--- config.mk ---
export PLATFORM = sky130hd
export DESIGN_NAME = tone_i2s_out_flat
export DESIGN_NICKNAME = d
export VERILOG_FILES = /design/src/rtl/tone_i2s_out_if.sv /design/src/rtl/tone_i2s_out.sv /design/src/flat_wrapper.sv
export SDC_FILE = /design/constraint.sdc
export NUM_CORES = 1
export LEC_CHECK = 0
export ABC_AREA = 0
export CAP_MARGIN = 30
export CELL_PAD_IN_SITES_DETAIL_PLACEMENT = 1
export CELL_PAD_IN_SITES_GLOBAL_PLACEMENT = 1
export CORE_MARGIN = 10
export CORE_UTILIZATION = 40
export CTS_BUF_LIST = sky130_fd_sc_hd__clkbuf_4 sky130_fd_sc_hd__clkbuf_8
export DETAILED_ROUTE_END_ITERATION = 8
export PLACE_DENSITY_LB_ADDON = 0.05
export SLEW_MARGIN = 30
export SYNTH_ARGS = -nofsm -noshare
export SYNTH_HDL_FRONTEND = slang
export SYNTH_SLANG_ARGS = --single-unit
export TNS_END_PERCENT = 100
--- constraint.sdc ---
create_clock -name clk -period 3.6 [get_ports clk]
set_input_delay 0.72 -clock clk [delete_from_list [all_inputs] [get_ports clk]]
set_output_delay 0.72 -clock clk [all_outputs]
set_load 0.05 [all_outputs]
--- src/rtl/tone_i2s_out_if.sv ---
// Sample stream from the synth datapath into the I2S output stage.
// The upstream side drives a one-cycle valid strobe with the accumulated tone; the output stage reports FIFO space.
interface tone_i2s_out_if;
    logic        sampleValid;
    logic [31:0] tone;
    logic        sampleReady;

    modport master (
        output sampleValid,
        output tone,
        input  sampleReady
    );

    modport slave (
        input  sampleValid,
        input  tone,
        output sampleReady
    );
endinterface

--- src/rtl/tone_i2s_out.sv ---
// Scales and saturates the per-sample tone sum to 16 bits, queues it, and plays it as mono-on-stereo I2S.
// Optional feature: define AUDIO_DITHER_EN to add LFSR dither below the truncation point.
module tone_i2s_out #(
    parameter int BCLK_DIV   = 8,
    parameter int SHIFT      = 12,
    parameter int FIFO_DEPTH = 4
) (
    input  logic          clk,
    input  logic          rst_n,
    tone_i2s_out_if.slave smp,
    output logic          frameReq_o,
    output logic          underrun_o,
    output logic          overflow_o,
    output logic          audBclk_o,
    output logic          audDaclrck_o,
    output logic          audDacdat_o
);
    localparam int DIV_W = $clog2(BCLK_DIV);
    localparam int PTR_W = $clog2(FIFO_DEPTH);
    localparam logic [DIV_W-1:0] DIV_LAST  = DIV_W'(BCLK_DIV - 1);
    localparam logic [PTR_W:0]   FIFO_FULL = (PTR_W+1)'(FIFO_DEPTH);

    logic [DIV_W-1:0] divCnt_q, divCnt_d;
    logic             bclk_q, bclk_d;
    logic [5:0]       bitCnt_q, bitCnt_d;
    logic             lrck_q, lrck_d;
    logic             dat_q, dat_d;
    logic [15:0]      hold_q, hold_d;
    logic             frameReq_q, frameReq_d;
    logic             underrun_q, underrun_d;
    logic             overflow_q, overflow_d;
    logic [PTR_W:0]   wrPtr_q, wrPtr_d;
    logic [PTR_W:0]   rdPtr_q, rdPtr_d;
    logic [15:0]      fifoMem_q [FIFO_DEPTH];

    logic             divWrap;
    logic             fallTick;
    logic             frameStart;
    logic [PTR_W:0]   fifoCount;
    logic             fifoFull;
    logic             fifoEmpty;
    logic             push;
    logic             pop;
    logic [31:0]      dithered;
    logic signed [31:0] shifted;
    logic [15:0]      sample;
    logic [4:0]       bitPos;
    logic [3:0]       dataIdx;

    // Full/empty are judged on start-of-cycle occupancy, so a same-cycle pop never rescues a push.
    assign divWrap    = (divCnt_q == DIV_LAST);
    assign fallTick   = divWrap && bclk_q;
    assign frameStart = fallTick && (bitCnt_q == 6'd63);
    assign fifoCount  = wrPtr_q - rdPtr_q;
    assign fifoFull   = (fifoCount == FIFO_FULL);
    assign fifoEmpty  = (fifoCount == '0);
    assign push       = smp.sampleValid && !fifoFull;
    assign pop        = frameStart && !fifoEmpty;

    assign smp.sampleReady = !fifoFull;

`ifdef AUDIO_DITHER_EN
    localparam logic [15:0] DITHER_MASK = 16'((32'd1 << SHIFT) - 32'd1);

    logic [15:0] lfsr_q, lfsr_d;
    logic [31:0] ditherSum;

    // Dither is non-negative, so only a positive tone can wrap; clamp it to the largest positive value.
    always_comb begin
        ditherSum = smp.tone + {16'b0, lfsr_q & DITHER_MASK};
        dithered  = (!smp.tone[31] && ditherSum[31]) ? 32'h7FFF_FFFF : ditherSum;
        lfsr_d    = lfsr_q;
        if (push) begin
            lfsr_d = {1'b0, lfsr_q[15:1]} ^ (lfsr_q[0] ? 16'hB400 : 16'h0000);
        end
    end

    always_ff @(posedge clk or negedge rst_n) begin
        if (!rst_n) begin
            lfsr_q <= 16'hACE1;
        end else begin
            lfsr_q <= lfsr_d;
        end
    end
`else
    assign dithered = smp.tone;
`endif

    always_comb begin
        shifted = $signed(dithered) >>> SHIFT;
        if (shifted > 32'sd32767) begin
            sample = 16'h7FFF;
        end else if (shifted < -32'sd32768) begin
            sample = 16'h8000;
        end else begin
            sample = shifted[15:0];
        end
    end

    always_comb begin
        divCnt_d   = divWrap ? '0 : divCnt_q + DIV_W'(1);
        bclk_d     = divWrap ? ~bclk_q : bclk_q;
        bitCnt_d   = bitCnt_q;
        lrck_d     = lrck_q;
        dat_d      = dat_q;
        hold_d     = hold_q;
        bitPos     = 5'd0;
        dataIdx    = 4'd0;
        frameReq_d = frameStart;
        underrun_d = frameStart && fifoEmpty;
        overflow_d = smp.sampleValid && fifoFull;
        wrPtr_d    = wrPtr_q + (PTR_W+1)'(push);
        rdPtr_d    = rdPtr_q + (PTR_W+1)'(pop);

        if (pop) begin
            hold_d = fifoMem_q[rdPtr_q[PTR_W-1:0]];
        end

        // Data and LRCK are computed from the post-increment bit count, so they land with it on the falling edge.
        if (fallTick) begin
            bitCnt_d = bitCnt_q + 6'd1;
            lrck_d   = bitCnt_d[5];
            bitPos   = bitCnt_d[4:0];
            if (bitPos >= 5'd1 && bitPos <= 5'd16) begin
                dataIdx = 4'(5'd16 - bitPos);
                dat_d   = hold_d[dataIdx];
            end else begin
                dat_d = 1'b0;
            end
        end
    end

    always_ff @(posedge clk or negedge rst_n) begin
        if (!rst_n) begin
            divCnt_q   <= '0;
            bclk_q     <= 1'b0;
            bitCnt_q   <= 6'd0;
            lrck_q     <= 1'b0;
            dat_q      <= 1'b0;
            hold_q     <= 16'h0000;
            frameReq_q <= 1'b0;
            underrun_q <= 1'b0;
            overflow_q <= 1'b0;
            wrPtr_q    <= '0;
            rdPtr_q    <= '0;
        end else begin
            divCnt_q   <= divCnt_d;
            bclk_q     <= bclk_d;
            bitCnt_q   <= bitCnt_d;
            lrck_q     <= lrck_d;
            dat_q      <= dat_d;
            hold_q     <= hold_d;
            frameReq_q <= frameReq_d;
            underrun_q <= underrun_d;
            overflow_q <= overflow_d;
            wrPtr_q    <= wrPtr_d;
            rdPtr_q    <= rdPtr_d;
        end
    end

    always_ff @(posedge clk) begin
        if (push) begin
            fifoMem_q[wrPtr_q[PTR_W-1:0]] <= sample;
        end
    end

    assign frameReq_o   = frameReq_q;
    assign underrun_o   = underrun_q;
    assign overflow_o   = overflow_q;
    assign audBclk_o    = bclk_q;
    assign audDaclrck_o = lrck_q;
    assign audDacdat_o  = dat_q;
endmodule

--- src/flat_wrapper.sv ---
// flat-port wrapper written by rule: the top's interface ports become plain ports
module tone_i2s_out_flat 
#(
    parameter int BCLK_DIV   = 8,
    parameter int SHIFT      = 12,
    parameter int FIFO_DEPTH = 4
)
  (clk, rst_n, frameReq_o, underrun_o, overflow_o, audBclk_o, audDaclrck_o, audDacdat_o, smp_sampleValid, smp_tone, smp_sampleReady);
  tone_i2s_out_if smp_i ();
  input  logic clk;
  input  logic rst_n;
  output logic frameReq_o;
  output logic underrun_o;
  output logic overflow_o;
  output logic audBclk_o;
  output logic audDaclrck_o;
  output logic audDacdat_o;
  input wire logic [$bits(smp_i.sampleValid)-1:0] smp_sampleValid;
  input wire logic [$bits(smp_i.tone)-1:0] smp_tone;
  output wire logic [$bits(smp_i.sampleReady)-1:0] smp_sampleReady;
  assign smp_i.sampleValid = smp_sampleValid;
  assign smp_i.tone = smp_tone;
  assign smp_sampleReady = smp_i.sampleReady;
  tone_i2s_out #(.BCLK_DIV(BCLK_DIV), .SHIFT(SHIFT), .FIFO_DEPTH(FIFO_DEPTH)) u_core (.clk(clk), .rst_n(rst_n), .smp(smp_i), .frameReq_o(frameReq_o), .underrun_o(underrun_o), .overflow_o(overflow_o), .audBclk_o(audBclk_o), .audDaclrck_o(audDaclrck_o), .audDacdat_o(audDacdat_o));
endmodule
Word level (Yosys, flattened, before mapping)
Memory sizes are Yosys's and may differ from the RTL's.
Index checks and enable logic that the tools add are counted.
{"block": "totals", "reg_bits": 37, "mem_bits_rw": 64, "inputBits": 35, "out_inout_bits": 7, "word_cells": 46, "n_memories": 1}
{"block": "op_classes", "n_addsub": 6, "order_cmp": 5, "eq_ne": 3, "muxes": 9, "bitwise_logic": 1, "n_reduce_logical": 10}
{"memory": "u_core.fifoMem_q", "depth": 4, "width": 16, "read_ports": 1, "rd_ports_with_merged_regs": 0, "wr": 1, "line_no": "tone_i2s_out.sv:34", "source": "logic [15:0] fifoMem_q [FIFO_DEPTH];"}
{"op": "2-to-1 mux 16 bit", "n": 3}
{"op": "greater-than comparator 20 x 16 -> 1 bit, second input constant", "n": 1}
{"op": "< comparator 20 x 16 -> 1 bit, second input constant", "n": 1}
{"op": "logical AND 1 bit", "n": 7}
{"op": "adder 3 x 1 -> 3 bit", "n": 2}
{"op": "adder 6 x 1 -> 6 bit, second input constant", "n": 1}
{"op": "== test 3 bit, second input constant", "n": 2}
{"op": "== test 6 bit, second input constant", "n": 1}
{"op": ">= comparator 5 x 1 -> 1 bit, second input constant", "n": 1}
{"op": "less-or-equal comparator 5 bit, second input constant", "n": 1}
{"op": "< comparator 4 x 5 -> 1 bit, second input constant", "n": 1}
{"op": "binary-select mux 1 bit (select 4 bit)", "n": 1}
{"op": "2-to-1 mux 1 bit", "n": 4}
{"op": "subtractor 1 x 4 -> 4 bit, first input constant", "n": 1}
{"op": "adder 3 x 1 -> 3 bit, second input constant", "n": 1}
{"op": "zero test 3 bit", "n": 1}
{"op": "2-to-1 mux 3 bit", "n": 1}
{"op": "subtractor 3 bit", "n": 1}
{"op": "zero test 1 bit", "n": 2}
{"op": "NOT 1 bit", "n": 1}

Depth between registers and ports, before layout
Gate-level depths: netlist (run 1).
{"block": "depth", "word_depth": 8, "depth_mapped": 12, "mapped_depth_nobuf": 10}

Worst setup path before layout (run 1)
OpenSTA, ideal clock, no wires.
{"block": "synth_path", "path_type": "register to register", "from": "register u_core.rdPtr_q[1]", "to": "memory u_core.fifoMem_q[0][0] (enable)", "setup_time_ns": 0.409, "arrival_time_ns": 3.314, "required_ns": 3.191, "setup_slack_ns": -0.124, "stages_incl_launch_ff": 10, "path_buffers": 2, "synth_period_minus_slack_ns": 3.724, "cell_sequence": "dfrtp_1 > clkbuf_1 > clkbuf_1 > inv_1 > ha_1 > nor2b_1 > xnor2_2 > nand3b_1 > nand2_1 > nor3_1"}
{"block": "synth_via", "elab_chain_cells": 6}
{"element": "start: declaration", "line_no": "tone_i2s_out.sv:33", "source": "logic [PTR_W:0] rdPtr_q, rdPtr_d;"}
{"element": "start signal: assignment", "line_no": "tone_i2s_out.sv:157", "source": "rdPtr_q <= rdPtr_d;"}
{"element": "subtractor 3 bit", "line_no": "tone_i2s_out.sv:54", "source": "assign fifoCount = wrPtr_q - rdPtr_q;"}
{"element": "== test 3 bit", "line_no": "tone_i2s_out.sv:55", "source": "assign fifoFull = (fifoCount == FIFO_FULL);"}
{"element": "zero test 1 bit"}
{"element": "net smp_sampleReady", "line_no": "flat_wrapper.sv:20", "source": "output wire logic [$bits(smp_i.sampleReady)-1:0] smp_sampleReady;"}
{"element": "logical AND 1 bit", "line_no": "tone_i2s_out.sv:57", "source": "assign push = smp.sampleValid && !fifoFull;"}
{"element": "2-to-1 mux 1 bit", "line_no": "tone_i2s_out.sv:162", "source": "if (push) begin"}
{"element": "2-to-1 mux 1 bit (not written as such)", "line_no": "tone_i2s_out.sv:163", "source": "fifoMem_q[wrPtr_q[PTR_W-1:0]] <= sample;"}
{"element": "end: declaration", "line_no": "tone_i2s_out.sv:34"}
The timed path passes the listed nets, and every way through them passes these cells.

Worst setup path in the final report (run 1)
{"block": "layout_path", "from": "register u_core.divCnt_q[0]", "to": "register u_core.dat_q, in the netlist u_core.audDacdat_o"}
{"block": "layout_via", "elab_chain_cells": 8}
{"element": "start: declaration", "line_no": "tone_i2s_out.sv:23", "source": "logic [DIV_W-1:0] divCnt_q, divCnt_d;"}
{"element": "start signal: assignment", "line_no": "tone_i2s_out.sv:147", "source": "divCnt_q <= divCnt_d;"}
{"element": "== test 3 bit *", "line_no": "tone_i2s_out.sv:51", "source": "assign divWrap = (divCnt_q == DIV_LAST);"}
{"element": "logical AND 1 bit *", "line_no": "tone_i2s_out.sv:52", "source": "assign fallTick = divWrap && bclk_q;"}
{"element": "logical AND 1 bit", "line_no": "tone_i2s_out.sv:53", "source": "assign frameStart = fallTick && (bitCnt_q == 6'd63);"}
{"element": "logical AND 1 bit", "line_no": "tone_i2s_out.sv:58", "source": "assign pop = frameStart && !fifoEmpty;"}
{"element": "2-to-1 mux 16 bit", "line_no": "tone_i2s_out.sv:115", "source": "if (pop) begin"}
{"element": "binary-select mux 1 bit (select 4 bit)", "line_no": "tone_i2s_out.sv:126", "source": "dat_d = hold_d[dataIdx];"}
{"element": "2-to-1 mux 1 bit (not written as such)", "line_no": "tone_i2s_out.sv:126"}
{"element": "2-to-1 mux 1 bit", "line_no": "tone_i2s_out.sv:124", "source": "if (bitPos >= 5'd1 && bitPos <= 5'd16) begin"}
{"element": "end signal: assignment", "line_no": "tone_i2s_out.sv:151", "source": "dat_q <= dat_d;"}
{"element": "end: declaration", "line_no": "tone_i2s_out.sv:27", "source": "logic dat_q, dat_d;"}
Every way passes the cells marked *; elsewhere a longest branch is shown, timed or not. The select of a mux whose other input is x is not followed.
A chain may end at the register's enable or synchronous reset.

==> run metrics, run 1 <==
Die H=124.4 um; post-cts sizing count=0; PortBufs=29; Max Fanout on Critical Path=18; post-synth top area cell=edfxtp_1; asr flop ratio synth=between 30% and 40%; Slew headroom=56.63%; GR peak layer=met2; Chip Width=~120 um; starting density of the core=40.56%; crit share post-route=86.78%; Post-synth EDFFs=64; Synth Warn #=0; Pleak=0.001972 uW; final setup vio count=0; CP Launch Type=flip-flop; Seq cells post-synth=100; gpl congestion=0.6931; H-tree levels=3; Synth top area share=approximately 44%; Clock Sinks=100; Routed Antenna Nets=0; DRT Wirelength=8.230 mm; max_cap viols=0; Syn Std Cell Area=4358 um^2; drt drc=0; Clock Skew=0.01568 ns; Overflow after GRT=0; core area=10,750 um^2; synthesized instance count=247; DR iter-0 viols=106; First-pass DRT Iterations=4; DP HPWL=5.430 mm; fill cell count=about 1,000; DR vias=2,258; die area=around 15,000 um^2; post-route insts no fill=431; WS Path Type=flip-flop to flip-flop; syn_area_per_cell=between 15 and 20 um^2; Unique masters post-synth=38; Worst-path clk slew=about 0.11 ns; n_diodes=0; synth top area cells=edfxtp_1 44%, dfrtp_1 21%, mux4_1 7.2%; Post-CTS Setup Inserts=0; Ports=42; antenna violations before repair=0; vias in the first global route=2,416; row cnt=38; Root Buffer=clkbuf_8; wire per inst=roughly 19 um; CTS tree=done; Setup WS pre-CTS=0.4646 ns; CTS buffer count=9; Tot Pwr=2572 uW; post-route setup slack=between 0.4 and 0.5 ns; worst-skew pair later-pin latency=0.36 ns; Max Fclk=between 0.3 and 0.4 GHz; cell depth of the worst flop-to-flop path=10; Finished Core Util=47.01%; most common cell in the netlist=edfxtp_1; clk buf depth=2; pwr dens=a little over 500 nW/um^2; crit end category=flip-flop; share of layout cells above drive strength 1=between 10% and 20%; dpl cell area=between 4000 and 5000 um^2; outcome=complete, no violations; final slew viol count=0; overall routing resource usage=10.81%; final net count=331; Critical Path AT=3.36 ns; post-synthesis net count=292; met3 Usage GRT=2.723%; actual slew at the worst max-slew pin=around 0.65 ns; Placed Instances=414; Hold-fix buffers, CTS=0; met1 Resource Use GR=about 15%; Top FF cell, synth=edfxtp_1; final worst path period need=3.124 ns; Syn-to-layout area delta=15.91%; Fin. Hold Viols=0; RSZ-0062 raised after global routing=no; global-route wire length before repair=~13 mm; Worst Path Required=between 3 and 4 ns; post-synthesis sequential area ratio=64.77%; Vias/cell=5.239; worst hold path type=input port to async pin; Post-synth top cells=64 x edfxtp_1, 36 x dfrtp_1, 15 x o21a_1, 12 x mux4_1, 12 x mux4_2; largest net degree at the start of global routing=37; VDD IR max=0.2403 mV; Finished Cell Area=5051 um^2; GR Util met2=16.41%
-- stage by stage --
stage	TNS [ns]	hold WS, ns
4_1_cts	0	0.4336
2_1_floorplan	-3.953	0.4031
3_5_place_dp	0	0.4184
5_1_grt	0	0.1963
3_3_place_gp	0	0.4155
6_report	0	0.2000
-- registers in the layout (all words and copies together), names as in the netlist --
| name | count |
|---|---|
| u_core.fifoMem_q | 64 |
| u_core.hold_q | 16 |
| u_core.bitCnt_q | 5 |
| u_core.divCnt_q | 3 |
| u_core.rdPtr_q | 3 |
| u_core.wrPtr_q | 3 |
| u_core.audBclk_o | 1 |
| u_core.audDacdat_o | 1 |
| u_core.audDaclrck_o | 1 |
| u_core.frameReq_o | 1 |
| u_core.overflow_o | 1 |
| u_core.underrun_o | 1 |
-- area by class of cell --
class | instances | area (um^2) | share of cell area (%)
tap | 140 | 175.2 | 3.468
multi-input combinational | 125 | 1424 | 28.19
clock buffer | 9 | 123.9 | 2.452
timing repair buffer | 42 | 392.9 | 7.778
clock inverter | 7 | 82.58 | 1.635
sequential | 100 | 2823 | 55.88
inverter | 8 | 30.03 | 0.5945
-- report_power, final --
part	internal, uW	switching, uW
registers	1410	47.0
clock network	334	411
logic	136	232
-- cell families (layout without fill, tap and decap cells) --
kind of cell | after synthesis | after routing | share of synthesized area, %
AND/OR/NAND/NOR | 37 | 37 | 4.422
flip-flops | 100 | 100 | 64.77
AO/OA/AOI/OAI | 24 | 24 | 4.536
XOR/XNOR | 13 | 13 | 2.785
buffers and inverters | 22 | 66 | 2.785
multiplexers | 41 | 41 | 17.83
adder cells (fa/ha/maj) | 10 | 10 | 2.871
-- placed cells by master (no fill, tap or decap), types with 2 or more instances in the layout --
cell,count
and3_1,4
buf_4,13
clkbuf_8,9
clkdlybuf4s50_1,27
dfrtp_1,36
edfxtp_1,64
ha_1,10
inv_1,8
inv_8,2
mux2_1,10
mux2_2,7
mux4_1,12
mux4_2,12
nand2_1,9
nand3_1,4
nor2_1,7
nor2b_1,2
nor3_1,2
nor3_2,2
o21a_1,15
o21ai_1,2
o31ai_1,2
xnor2_1,5
xor2_1,7
-- final timing paths --
check                                    from            endpoint  slack (ns)
max                        u_core.divCnt_q[0]  u_core.audDacdat_o        0.48
min                                     rst_n  u_core.divCnt_q[2]        0.20
max reg2reg                u_core.divCnt_q[0]  u_core.audDacdat_o        0.48
min reg2reg                u_core.divCnt_q[0]  u_core.divCnt_q[0]        0.43
max in group asynchronous               rst_n  u_core.audDacdat_o        2.96
min in group clk           u_core.divCnt_q[0]  u_core.divCnt_q[0]        0.43
-- layer usage --
| layer | vias to the layer above | part of all wire [%] |
|---|---|---|
| li1 | 1043 | - |
| met1 | 1161 | 49 |
| met2 | 42 | 46 |
| met3 | 12 | 3.7 |
| met4 | 0 | 1.3 |
| met5 | - | 0 |
-- critical path: stages, from the launching register on --
cell	delay (ns)
dfrtp_1	0.36
ha_1	0.15
ha_1	0.25
nand2_1	0.10
or3_4	0.37
a31oi_4	0.26
buf_4	0.32
mux4_2	0.54
mux4_2	0.46
nor2_1	0.11
o31ai_1	0.07
No activity file was read; power rests on OpenSTA's default activity.
==> run 2, diff against run 1 <==
--- a/config.mk
+++ b/config.mk
@@ -10,7 +10,7 @@
 export CELL_PAD_IN_SITES_DETAIL_PLACEMENT = 1
 export CELL_PAD_IN_SITES_GLOBAL_PLACEMENT = 1
 export CORE_MARGIN = 10
-export CORE_UTILIZATION = 40
+export CORE_UTILIZATION = 25
 export CTS_BUF_LIST = sky130_fd_sc_hd__clkbuf_4 sky130_fd_sc_hd__clkbuf_8
 export DETAILED_ROUTE_END_ITERATION = 8
 export PLACE_DENSITY_LB_ADDON = 0.05
==> run metrics, run 2 (synthesis gave the netlist of run 1 again) <==
outcome=complete, no violations; antenna violations before repair=0 (unchanged); max_cap viols=0 (unchanged); gpl congestion=0.6625 (-4.4%); row cnt=48 (+26%); Routed Antenna Nets=0 (unchanged); share of layout cells above drive strength 1=18.56% (-1.0 points); Post-CTS Setup Inserts=0 (unchanged); Total Neg Setup Slack=0 ns (unchanged); Switching Share=26.19% (-0.66 points); Seq pwr share=56.0% (-0.7 points); Largest register FFs=64 (unchanged); Vias/cell=4.333 (-17%); Syn-to-layout area delta=18.23%; final setup vio count=0 (unchanged); Net Sw Power=683.7 uW (-0.98%); CTS buffer count=9 (unchanged); worst hold path type=input port to async pin; DRT Wirelength=9.395 mm (+14%); clock power share=29.8% (+0.8 points); Comb power frac=14.2% (about the same); First-pass DRT Iterations=6 (+2); largest net degree at the start of global routing=37 (unchanged); post-cts sizing count=0 (unchanged); Finished Core Util=30.00% (-17 points); cell depth of the worst flop-to-flop path=10 (unchanged); core area=17,180 um^2 (+60%); DR vias=2,236 (-0.97%); commonest non-fill, non-tap cell in the layout=edfxtp_1; Overflow after GRT=0 (unchanged); Clock Skew=0.01393 ns (-0.001752 ns); worst r2r src=u_core.divCnt_q[0]; Worst-path clk slew=0.10 ns (about the same); CTS tree=done; RSZ-0062 raised after global routing=no; Chip Width=152.0 um (+22%); final net count=332 (+0.30%); drt drc=0 (unchanged); Slew headroom=60.38% (+3.8 points); global-route wire length before repair=15.10 mm (+13%); WS Path Type=flip-flop to flip-flop; overall routing resource usage=8.416% (-2.4 points); pwr dens=506.7 nW/um^2 (-0.47%); most frequent cells in the layout=64 x edfxtp_1, 36 x dfrtp_1, 27 x clkdlybuf4s50_1, 16 x buf_4, 15 x o21a_1; Ports=42 (unchanged); crit share post-route=86.33% (-0.45 points); Die H=152.0 um (+22%); actual slew at the worst max-slew pin=0.5929 ns (-0.05530 ns); Critical Path AT=3.36 ns (about the same); Finished Cell Area=5152 um^2 (+2.0%); final slew viol count=0 (unchanged); CP Launch Type=flip-flop; DR iter-0 viols=112 (+5.7%); Root Buffer=clkbuf_8; clk buf depth=2 (unchanged); H-tree levels=3 (unchanged); r2r endpoint=u_core.audDacdat_o; worst-skew pair later-pin latency=0.37 ns (about the same); Max Fanout on Critical Path=11 (-7); crit end category=flip-flop; wire per inst=18.21 um (-4.6%); starting density of the core=25.37% (-15 points); Worst Path Required=3.85 ns (+0.02 ns); DP HPWL=6.214 mm (+14%); Int Power=1927 uW (+2.4%); final worst path period need=3.108 ns (-0.01629 ns); Hold-fix buffers, CTS=0 (unchanged); vias in the first global route=2,468 (+2.2%); Pleak=0.001973 uW (about the same); VDD IR max=0.1517 mV (-37%); die area=23,110 um^2 (+49%); Worst R2R Setup Slack=0.49 ns (+0.02 ns); Max Fclk=0.3218 GHz (+0.52%); Fin. Hold Viols=0 (unchanged); n_diodes=0 (unchanged); Clock Sinks=100 (unchanged); dpl cell area=4946 um^2 (+2.5%); PortBufs=29 (unchanged)
[run 2: area by class of cell]
type                            instances  area, um^2
Fill cell                            1803       12020
Sequential cell                       100        2823
Multi-Input combinational cell        125        1424
Timing Repair Buffer                   43       390.4
Tap cell                              225       281.5
Clock buffer                            9       123.9
Clock inverter                          6       80.08
Inverter                                8       30.03
[run 2: how the worst max path moves through the flow]
stage | cells past startpoint | endpoint | startpoint | slack [ns]
4_1_cts | 10 | u_core.audDacdat_o | u_core.divCnt_q[0] | 0.43
5_1_grt | 11 | u_core.audDacdat_o | u_core.divCnt_q[0] | 0.24
2_1_floorplan | 9 | u_core.fifoMem_q[0][0] | u_core.rdPtr_q[1] | -0.12
3_3_place_gp | 10 | u_core.audDacdat_o | u_core.divCnt_q[0] | 0.48
3_5_place_dp | 10 | u_core.audDacdat_o | u_core.divCnt_q[0] | 0.46
6_report | 10 | u_core.audDacdat_o | u_core.divCnt_q[0] | 0.49
[run 2: power groups by stage]
stage	registers, uW	logic [uW]	clock network [uW]
4_1_cts	1460	386	810
2_1_floorplan	1480	211	0
5_1_grt	1480	415	854
6_report	1460	370	779
3_3_place_gp	1490	385	0
3_5_place_dp	1490	385	0
[run 2: worst max-delay path, cell delays in order (launching register included)]
cell	delay [ns]
dfrtp_1	0.36
ha_1	0.16
ha_1	0.26
nand2_1	0.12
or3_4	0.38
a31oi_4	0.27
buf_4	0.27
mux4_2	0.53
mux4_2	0.48
nor2_1	0.10
o31ai_1	0.06
[run 2: metal layers]
layer	GRT usage, %	wire [um]	vias up
li1	-	-	1037
met1	11.15	4595	1162
met2	12.48	4343	27
met3	2.399	311	10
met4	3.714	144	0
met5	0	0	-
[run 2: through the flow]
stage	worst slack (ns)	hold slack [ns]	power, uW	std cells
finish	0.4922	0.3028	2611	516
global route	0.2386	0.3200	2746	516
CTS	0.4259	0.4327	2660	516
detailed placement	0.4560	0.4179	1875	501
global placement	0.4808	0.4177	1870	501
floorplan	-0.1235	0.4031	1688	247
